`src/rtl/mono_hit_tx.sv`:
```
// MONOPIX chip-side readout emulator: hit FIFO, TOKEN/FREEZE handling, 30-bit serial word out.
// Define MONO_HIT_TX_GRAY_EN to gray-encode the LE/TE timestamps in the word.
module mono_hit_tx #(
    parameter int ADDR_W = 4,
    parameter int LOST_W = 8
) (
    input  logic              CLK,
    input  logic              nRST,
    input  logic              HIT_VALID,
    input  logic [5:0]        HIT_COL,
    input  logic [7:0]        HIT_ROW,
    input  logic [7:0]        HIT_LE,
    input  logic [7:0]        HIT_TE,
    output logic              HIT_READY,
    input  logic              READ,
    input  logic              FREEZE,
    input  logic              MATRIX_nRST,
    output logic              TOKEN,
    output logic              DATA,
    output logic              BUSY,
    output logic [LOST_W-1:0] LOST_CNT
);

    localparam int DEPTH = 1 << ADDR_W;

    typedef enum logic {IDLE, SHIFT} state_t;

    state_t              state_q, state_d;
    logic [ADDR_W:0]     wptr_q, wptr_d, rptr_q, rptr_d;
    logic [ADDR_W:0]     fcnt_q, fcnt_d;
    logic [ADDR_W:0]     occ;
    logic [29:0]         mem_q [DEPTH];
    logic [29:0]         sr_q, sr_d;
    logic [4:0]          bitcnt_q, bitcnt_d;
    logic                busy_q, busy_d;
    logic                token_q, token_d;
    logic                read_q, freeze_q;
    logic [LOST_W-1:0]   lost_q, lost_d;
    logic                full, empty, push, pop, rd_edge, frz_edge;
    logic [7:0]          le_c, te_c;
    logic [29:0]         word;

`ifdef MONO_HIT_TX_GRAY_EN
    assign le_c = HIT_LE ^ (HIT_LE >> 1);
    assign te_c = HIT_TE ^ (HIT_TE >> 1);
`else
    assign le_c = HIT_LE;
    assign te_c = HIT_TE;
`endif

    assign word  = {le_c, te_c, HIT_ROW, HIT_COL};
    assign occ   = wptr_q - rptr_q;
    assign empty = (wptr_q == rptr_q);
    assign full  = (wptr_q[ADDR_W] != rptr_q[ADDR_W]) &&
                   (wptr_q[ADDR_W-1:0] == rptr_q[ADDR_W-1:0]);

    assign rd_edge  = READ & ~read_q;
    assign frz_edge = FREEZE & ~freeze_q;
    assign push     = HIT_VALID & ~full & MATRIX_nRST;
    assign pop      = (state_q == IDLE) & rd_edge & token_q & ~empty & MATRIX_nRST;

    always_comb begin
        state_d  = state_q;
        wptr_d   = wptr_q;
        rptr_d   = rptr_q;
        fcnt_d   = fcnt_q;
        sr_d     = sr_q;
        bitcnt_d = bitcnt_q;
        busy_d   = busy_q;
        lost_d   = lost_q;

        if (pop) begin
            rptr_d   = rptr_q + 1'b1;
            sr_d     = mem_q[rptr_q[ADDR_W-1:0]];
            bitcnt_d = 5'd29;
            busy_d   = 1'b1;
            state_d  = SHIFT;
        end else if (state_q == SHIFT) begin
            sr_d     = sr_q << 1;
            bitcnt_d = bitcnt_q - 5'd1;
            if (bitcnt_q == 5'd0) begin
                bitcnt_d = 5'd0;
                busy_d   = 1'b0;
                state_d  = IDLE;
            end
        end

        if (push) begin
            wptr_d = wptr_q + 1'b1;
        end

        if (HIT_VALID && full && MATRIX_nRST && !(&lost_q)) begin
            lost_d = lost_q + 1'b1;
        end

        // Frozen set is sized before this cycle's push; a same-cycle pop leaves it.
        if (frz_edge) begin
            fcnt_d = occ - {{ADDR_W{1'b0}}, pop};
        end else if (FREEZE && pop && fcnt_q != '0) begin
            fcnt_d = fcnt_q - 1'b1;
        end

        if (!MATRIX_nRST) begin
            wptr_d   = '0;
            rptr_d   = '0;
            fcnt_d   = '0;
            sr_d     = '0;
            bitcnt_d = '0;
            busy_d   = 1'b0;
            state_d  = IDLE;
        end

        token_d = FREEZE ? (fcnt_d != '0) : (wptr_d != rptr_d);
    end

    always_ff @(posedge CLK or negedge nRST) begin
        if (!nRST) begin
            state_q  <= IDLE;
            wptr_q   <= '0;
            rptr_q   <= '0;
            fcnt_q   <= '0;
            sr_q     <= '0;
            bitcnt_q <= '0;
            busy_q   <= 1'b0;
            token_q  <= 1'b0;
            lost_q   <= '0;
            read_q   <= 1'b0;
            freeze_q <= 1'b0;
        end else begin
            state_q  <= state_d;
            wptr_q   <= wptr_d;
            rptr_q   <= rptr_d;
            fcnt_q   <= fcnt_d;
            sr_q     <= sr_d;
            bitcnt_q <= bitcnt_d;
            busy_q   <= busy_d;
            token_q  <= token_d;
            lost_q   <= lost_d;
            read_q   <= READ;
            freeze_q <= FREEZE;
        end
    end

    always_ff @(posedge CLK) begin
        if (push) begin
            mem_q[wptr_q[ADDR_W-1:0]] <= word;
        end
    end

    assign HIT_READY = ~full;
    assign TOKEN     = token_q;
    assign DATA      = sr_q[29];
    assign BUSY      = busy_q;
    assign LOST_CNT  = lost_q;

endmodule
```
`config.mk`:
```
export PLATFORM = sky130hd
export DESIGN_NAME = mono_hit_tx
export DESIGN_NICKNAME = d
export VERILOG_FILES = /design/src/rtl/mono_hit_tx.sv
export SDC_FILE = /design/constraint.sdc
export NUM_CORES = 1
export LEC_CHECK = 0
export ABC_AREA = 1
export BUFFER_PORTS_ARGS = -buffer_cell sky130_fd_sc_hd__buf_2
export CORE_MARGIN = 3
export CORE_UTILIZATION = 46
export DETAILED_ROUTE_END_ITERATION = 10
export GPL_TIMING_DRIVEN = 0
export PLACE_DENSITY_LB_ADDON = 0.15
export SLEW_MARGIN = 20
export SYNTH_ARGS = -nofsm -noshare
export SYNTH_HDL_FRONTEND = slang
export SYNTH_SLANG_ARGS = --single-unit
```
`constraint.sdc`:
```
create_clock -name CLK -period 3.95 [get_ports CLK]
set_input_delay 0.79 -clock CLK [delete_from_list [all_inputs] [get_ports CLK]]
set_output_delay 0.79 -clock CLK [all_outputs]
set_load 0.03 [all_outputs]
```
==> flow_summary.json, run 1 <==
{
  "grt_overflow_total": 0,
  "combPwrFrac_pct": 4.8,
  "setup_slack_ns": 0.325,
  "syn_avg_cell_area_um2": 12.5,
  "utilization_pct": 54.3,
  "intPower_uw": 9400,
  "vias_per_cell": 6.01,
  "routed_wl_um": 69100,
  "io_buffers": 46,
  "final_common_cell": "edfxtp_1",
  "cts_tree": "yes",
  "die_w_um": 225,
  "outcome": "complete, no violations",
  "cts.path.max_buffers": 3,
  "hold_slack_ns": 0.308,
  "regToRegEndpoint": "TOKEN",
  "drc": 0,
  "dieHeight_um": 225,
  "relSlewSlack_pct": 28.2,
  "min-delay-start": "READ",
  "timing.rr.start": "wptr_q[2]",
  "post-route-min-period_ns": 3.63,
  "die_area_um2": 50800,
  "cts.clk_slew.worst_paths_ns": 0.06,
  "worstPathArrival_ns": 4.12,
  "grt_first_pass_wirelength_um": 100000,
  "synthMuxAreaShare_pct": 0.0508,
  "setup_viol": 0,
  "ir_drop_uv": 348,
  "cp-start-kind": "flop",
  "met1Wirelength_um": 27600,
  "maxSlewViolCount": 0,
  "clock-sinks": 543,
  "powerDensity_nw_per_um2": 472,
  "ys_warn_count": 0,
  "r2r_cells": 21,
  "syn_to_final_growth_pct": 15.3,
  "synth.cell_area_um2": 22200,
  "rows": 79,
  "whs_endpoint": "read_q",
  "critPathKind": "reg2reg",
  "dp_cells": 2454,
  "synth_compound_area_share_pct": 12.1,
  "worst-slew-pin-transition_ns": 1.08,
  "clk_latency_ns": 0.62,
  "yosys.area_share.adder_pct": 0.915,
  "layout_common_cells": "480 x edfxtp_1, 479 x nand2_1, 203 x a21oi_1",
  "pre_cts_slack_ns": -0.203,
  "seq_power_share_pct": 52.9,
  "grt_pass1_vias": 14900,
  "synth_edf_count": 480,
  "htree_levels": 2,
  "ys_ff_latch": 543,
  "pwr-share-clk_pct": 42.4,
  "final_layout_size_suffix_gt1_share_pct": 11.5,
  "io_pins": 48,
  "hold_class": "in2reg",
  "met2WireLength_um": 31500,
  "ff2ff_setup_slack_ns": 0.32,
  "synth_top_family_by_area": "compound AO/OA/AOI/OAI gates",
  "dpl.hpwl_um": 46500,
  "ys_seq_area_share_pct": 72.2,
  "core_area_um2": 47100,
  "syn_nets": 1830,
  "swShare_pct": 22.0,
  "start_util_pct": 47.1,
  "fin_cells": 2557,
  "first_iter_violations": 2019,
  "cts_made_buffers": 56,
  "fin_crit_sh_pct": 91.8,
  "power_switching_uw": 2660,
  "grt_max_degree": 57,
  "synthSimpleGateAreaFrac_pct": 11.0,
  "detail_route.wl_per_cell_um": 27.0,
  "nets": 1955,
  "yosysUniqueCellTypes": 44,
  "synth_ff_type": "edfxtp_1",
  "min_path_cells": 1,
  "gp_congestion": 0.894,
  "highest_layer": "met5",
  "route.vias.total": 15400,
  "root_buffer": "clkbuf_16",
  "finalHoldViolCount": 0,
  "antenna_found_initial": 2,
  "end_kind": "flop",
  "cts_setup_buffers": 0,
  "route.met3.wl_um": 7290,
  "crit_required_ns": 4.45,
  "p_leak_uw": 0.00939,
  "critPathMaxFanout": 17,
  "ys_async_sr_fraction_pct": 11.6,
  "first_pass_iters": 7,
  "synth_xor_area_share_pct": 0.672,
  "netlist_instances": 1779,
  "final.setup_skew_ns": 0.0213,
  "fmax_mhz": 276,
  "maxCapViolations": 0,
  "grt_usage_pct": 27.3,
  "antenna_left": 0
}
## Yosys cell counts, types with 7 or more instances
library cell	count	share of area [%]
a211oi_1	7	0.24
a21oi_1	203	4.6
a221oi_1	12	0.47
a22oi_1	57	1.9
a32o_1	42	1.9
buf_1	28	0.47
buf_2	37	0.84
clkbuf_1	42	0.71
dfrtp_1	63	7.1
edfxtp_1	480	65
ha_1	13	0.73
inv_1	55	0.93
nand2_1	479	8.1
nand3_1	48	1.1
nor2_1	58	0.98
nor3_1	9	0.20
o211ai_1	18	0.61
o211ai_2	7	0.40
o21ai_0	55	1.2
xor2_1	11	0.43
## stage by stage
step | area (um^2) | TNS (ns) | power [uW]
2_1_floorplan | 22200 | 0 | 6790
6_report | 25600 | 0 | 12100
4_1_cts | 25600 | 0 | 12100
3_5_place_dp | 23800 | -0.203 | 7060
5_1_grt | 25600 | -0.00816 | 12400
3_3_place_gp | 23200 | -592.21 | 7030
## critical path: stages, from the launching register on
cell and delay [ns]:
dfrtp_1 0.48, inv_1 0.16, ha_1 0.36, nand2_1 0.06, a21oi_1 0.21, nand3_2 0.17
nand3_2 0.18, inv_4 0.14, fa_1 0.43, fa_1 0.42, nand2_1 0.10, a21oi_1 0.07
a21oi_1 0.14, o21ai_0 0.09, nand2_1 0.06, inv_1 0.05, nand2_1 0.07, nand2_1 0.05
nor2_1 0.08, nand2_1 0.07, nand2_1 0.06, nand2_1 0.04
## state kept, by name, indices dropped and copies added, names as in the netlist
| signal | flops |
|---|---|
| freeze_q | 1 |
| TOKEN | 1 |
| mem_q | 480 |
| wptr_q | 5 |
| sr_q | 30 |
| bitcnt_q | 5 |
| BUSY | 1 |
| rptr_q | 5 |
| LOST_CNT | 8 |
| state_q | 1 |
| fcnt_q | 5 |
| read_q | 1 |
## metal layers
| metal | up-vias | GRT usage, % |
|---|---|---|
| met2 | 794 | 42.9 |
| met4 | 2 | 10.7 |
| met1 | 7672 | 36.7 |
| met3 | 161 | 7.13 |
| li1 | 6741 | - |
| met5 | - | 0 |
## cell type report
type	instances	area, um^2
fill	3931	21500
sequential	543	16000
multi-input combinational	1066	5600
clock buffer	67	1460
timing repair buffer	69	762
tap	607	759
buffer	107	459
clock inverter	36	284
inverter	61	231
antenna	1	2.50
## kinds of logic (layout without fill, tap and decap cells)
logic type      Yosys count  after routing
xor+xnor                 17             17
compound gates          423            423
buf+inv                 170            340
mux                       1              1
simple gates            610            610
flops                   543            543
other cells               0              1
fa+ha+maj                15             15
## how the worst max path moves through the flow
stage                     slack (ns)            to         from
final                           0.32         TOKEN    wptr_q[2]
after global routing          -0.008         TOKEN    wptr_q[2]
after CTS                      0.007         TOKEN    wptr_q[2]
after detailed placement       -0.20         TOKEN    wptr_q[2]
after global placement         -1.61  mem_q[6][23]  MATRIX_nRST
after floorplan                 0.37   mem_q[0][0]    wptr_q[2]
## power groups by stage
stage / clock network, uW / registers [uW] / logic (uW)
5_1_grt: 5400 / 6380 / 629
6_report: 5100 / 6370 / 574
3_3_place_gp: 0 / 6490 / 532
2_1_floorplan: 0 / 6490 / 298
3_5_place_dp: 0 / 6490 / 567
4_1_cts: 5150 / 6370 / 570
## what timing repair did
item,in CTS,in global routing
gates cloned,0,0
hold endpoints to repair,7,0
resized for setup,0,3
hold buffers,1,0
endpoints found under the setup margin,1,2
Power figures use the tool's default switching activity.
==> run 2, diff against run 1 <==
==> constraint.sdc (replaced) <==
create_clock -name CLK -period 3.2 [get_ports CLK]
set_input_delay 0.64 -clock CLK [delete_from_list [all_inputs] [get_ports CLK]]
set_output_delay 0.64 -clock CLK [all_outputs]
set_load 0.03 [all_outputs]
==> run 2 against run 1 <==
Clock power up 22%; fmax up 13%; final cell count up 0.47%; the run now ends with negative setup slack left; core utilization up 0.30 points; clock skew down 0.0054 ns; largest power group unchanged.
==> flow_summary.json, run 2 (same netlist as run 1, synthesis figures left out) <==
{
  "outcome": "complete, but fails checks",
  "violations": "negative setup slack",
  "cts.clk_slew.worst_paths_ns": 0.06,
  "maxCapViolations": 0,
  "clk_latency_ns": 0.62,
  "powerDensity_nw_per_um2": 576,
  "fmax_mhz": 311,
  "timing.rr.start": "rptr_q[1]",
  "swShare_pct": 22.2,
  "p_leak_uw": 0.00945,
  "route.vias.total": 15500,
  "setup_viol": 2,
  "layout_common_cells": "480 x edfxtp_1, 474 x nand2_1, 202 x a21oi_1",
  "hold_slack_ns": 0.153,
  "final_layout_size_suffix_gt1_share_pct": 12.9,
  "dieHeight_um": 225,
  "whs_endpoint": "read_q",
  "crit_required_ns": 3.75,
  "critPathMaxFanout": 10,
  "r2r_cells": 9,
  "path_cells": "buf_2 -> buf_2 -> buf_1 -> a21oi_1 -> a22oi_1 -> o21ai_0 -> o21ai_0 -> o211ai_1 -> nand2_1",
  "routed_wl_um": 69300,
  "drc": 0,
  "multiInputGateArea_um2": 5650,
  "vias_per_cell": 6.04,
  "first_iter_violations": 2163,
  "grt_pass1_vias": 14700,
  "antenna_found_initial": 3,
  "critPathMaxStageDelay_ns": 0.82,
  "placedInstanceArea_um2": 23700,
  "power_switching_uw": 3290,
  "seq_area_um2": 16000,
  "cp-start-kind": "flop",
  "post-route-min-period_ns": 3.22,
  "ff2ff_setup_slack_ns": -0.02,
  "grt_overflow_total": 0,
  "cts_made_buffers": 55,
  "end_kind": "flop",
  "cts.path.max_buffers": 3,
  "start_util_pct": 47.1,
  "die_area_um2": 50800,
  "regToRegEndpoint": "sr_q[7]",
  "min_path_cells": 1,
  "cp_top_family": "buffers and inverters",
  "stdcell_area_um2": 25700,
  "ir_drop_uv": 419,
  "utilization_pct": 54.6,
  "worst-path-buf-inv": 3,
  "first_pass_iters": 5,
  "cpMaxStageDelayCell": "buf_1",
  "rsz0062_at_grt": "true",
  "setup_slack_ns": -0.0180,
  "gp_congestion": 0.885,
  "io_pins": 48,
  "grt_max_degree": 56,
  "nets": 1970,
  "total_power_uw": 14800,
  "antenna_left": 0,
  "maxSlewViolCount": 0,
  "worst-slew-pin-transition_ns": 1.06,
  "seq_power_share_pct": 53.1,
  "die_w_um": 225,
  "rows": 79,
  "largest_register_ffs": 480,
  "core_area_um2": 47100,
  "nFillCells": 3942,
  "finalHoldViolCount": 0,
  "htree_levels": 2,
  "min-delay-start": "READ",
  "pwr-share-clk_pct": 42.0,
  "dpl.hpwl_um": 46300,
  "cts_tree": "yes",
  "root_buffer": "clkbuf_16",
  "relSlewSlack_pct": 29.6,
  "clock-sinks": 543,
  "final.setup_skew_ns": 0.0159,
  "combPwrFrac_pct": 4.9,
  "intPower_uw": 11500,
  "grt_usage_pct": 27.3,
  "detail_route.wl_per_cell_um": 27.0,
  "worstPathArrival_ns": 3.77,
  "grt_first_pass_wirelength_um": 99700,
  "fin_crit_sh_pct": 101,
  "hold_class": "in2reg",
  "syn_to_final_growth_pct": 16.0,
  "io_buffers": 46,
  "finalSetupTns_ns": -0.0219,
  "critPathKind": "reg2reg",
  "final_common_cell": "edfxtp_1"
}
## run 2: cell types whose count changed in the layout (fill, tap and decap cells not counted), moves of 3 or more
cell | before | now
buf_12 | 6 | 14
buf_16 | 13 | 8
buf_4 | 2 | 14
clkbuf_2 | 0 | 3
nand2_1 | 479 | 474
nand2_2 | 2 | 7
## run 2: how the worst max path moves through the flow
| stage | from | to | slack (ns) | depth (start not counted) |
|---|---|---|---|---|
| 2_1_floorplan | wptr_q[2] | mem_q[0][0] | -0.27 | 10 |
| 3_3_place_gp | MATRIX_nRST | mem_q[5][0] | -1.98 | 7 |
| 3_5_place_dp | wptr_q[2] | TOKEN | -0.61 | 23 |
| 4_1_cts | wptr_q[2] | TOKEN | -0.13 | 23 |
| 5_1_grt | wptr_q[2] | TOKEN | -0.25 | 23 |
| 6_report | rptr_q[1] | sr_q[7] | -0.02 | 9 |
## run 2: what timing repair did
action	CTS	global route
hold buffers	1	0
resized for setup	14	12
buffers inserted	3	14
pin swaps	2	9
setup endpoints to repair	66	83
hold endpoints to repair	8	0
## run 2: power groups by stage
stage          Sequential, uW  Clock (uW)  Combinational [uW]
2_1_floorplan            8010           0                 370
5_1_grt                  7870        6540                 787
3_3_place_gp             8020           0                 663
3_5_place_dp             8020           0                 695
4_1_cts                  7870        6260                 706
6_report                 7870        6220                 724
## run 2: cell type report
class	instances	share of cell area (%)
Antenna cell	1	0.00974
Buffer	108	1.89
Clock buffer	68	5.71
Clock inverter	31	0.915
Inverter	61	0.911
Multi-Input combinational cell	1066	22.0
Sequential cell	543	62.2
Tap cell	607	2.96
Timing Repair Buffer	84	3.39
## run 2: worst reg2reg max path: stages, from the launching register on
cell	delay, ns
dfrtp_1	0.40
buf_2	0.19
buf_2	0.31
buf_1	0.82
a21oi_1	0.11
a22oi_1	0.21
o21ai_0	0.10
o21ai_0	0.73
o211ai_1	0.19
nand2_1	0.10
## run 2: per-stage QoR
step / instances / setup slack, ns
floorplan: 1779 / -0.269
global placement: 2432 / -1.98
detailed placement: 2452 / -0.606
CTS: 2554 / -0.131
global route: 2568 / -0.252
finish: 2569 / -0.0180
## run 2: layer usage
metal / part of all wire, % / track usage, % / vias to the layer above
met5: 0.052 / 0 / -
met4: 4.4 / 11.7 / 6
met3: 11 / 4.92 / 180
met2: 45 / 41.3 / 884
met1: 41 / 39.0 / 7690
li1: - / - / 6764
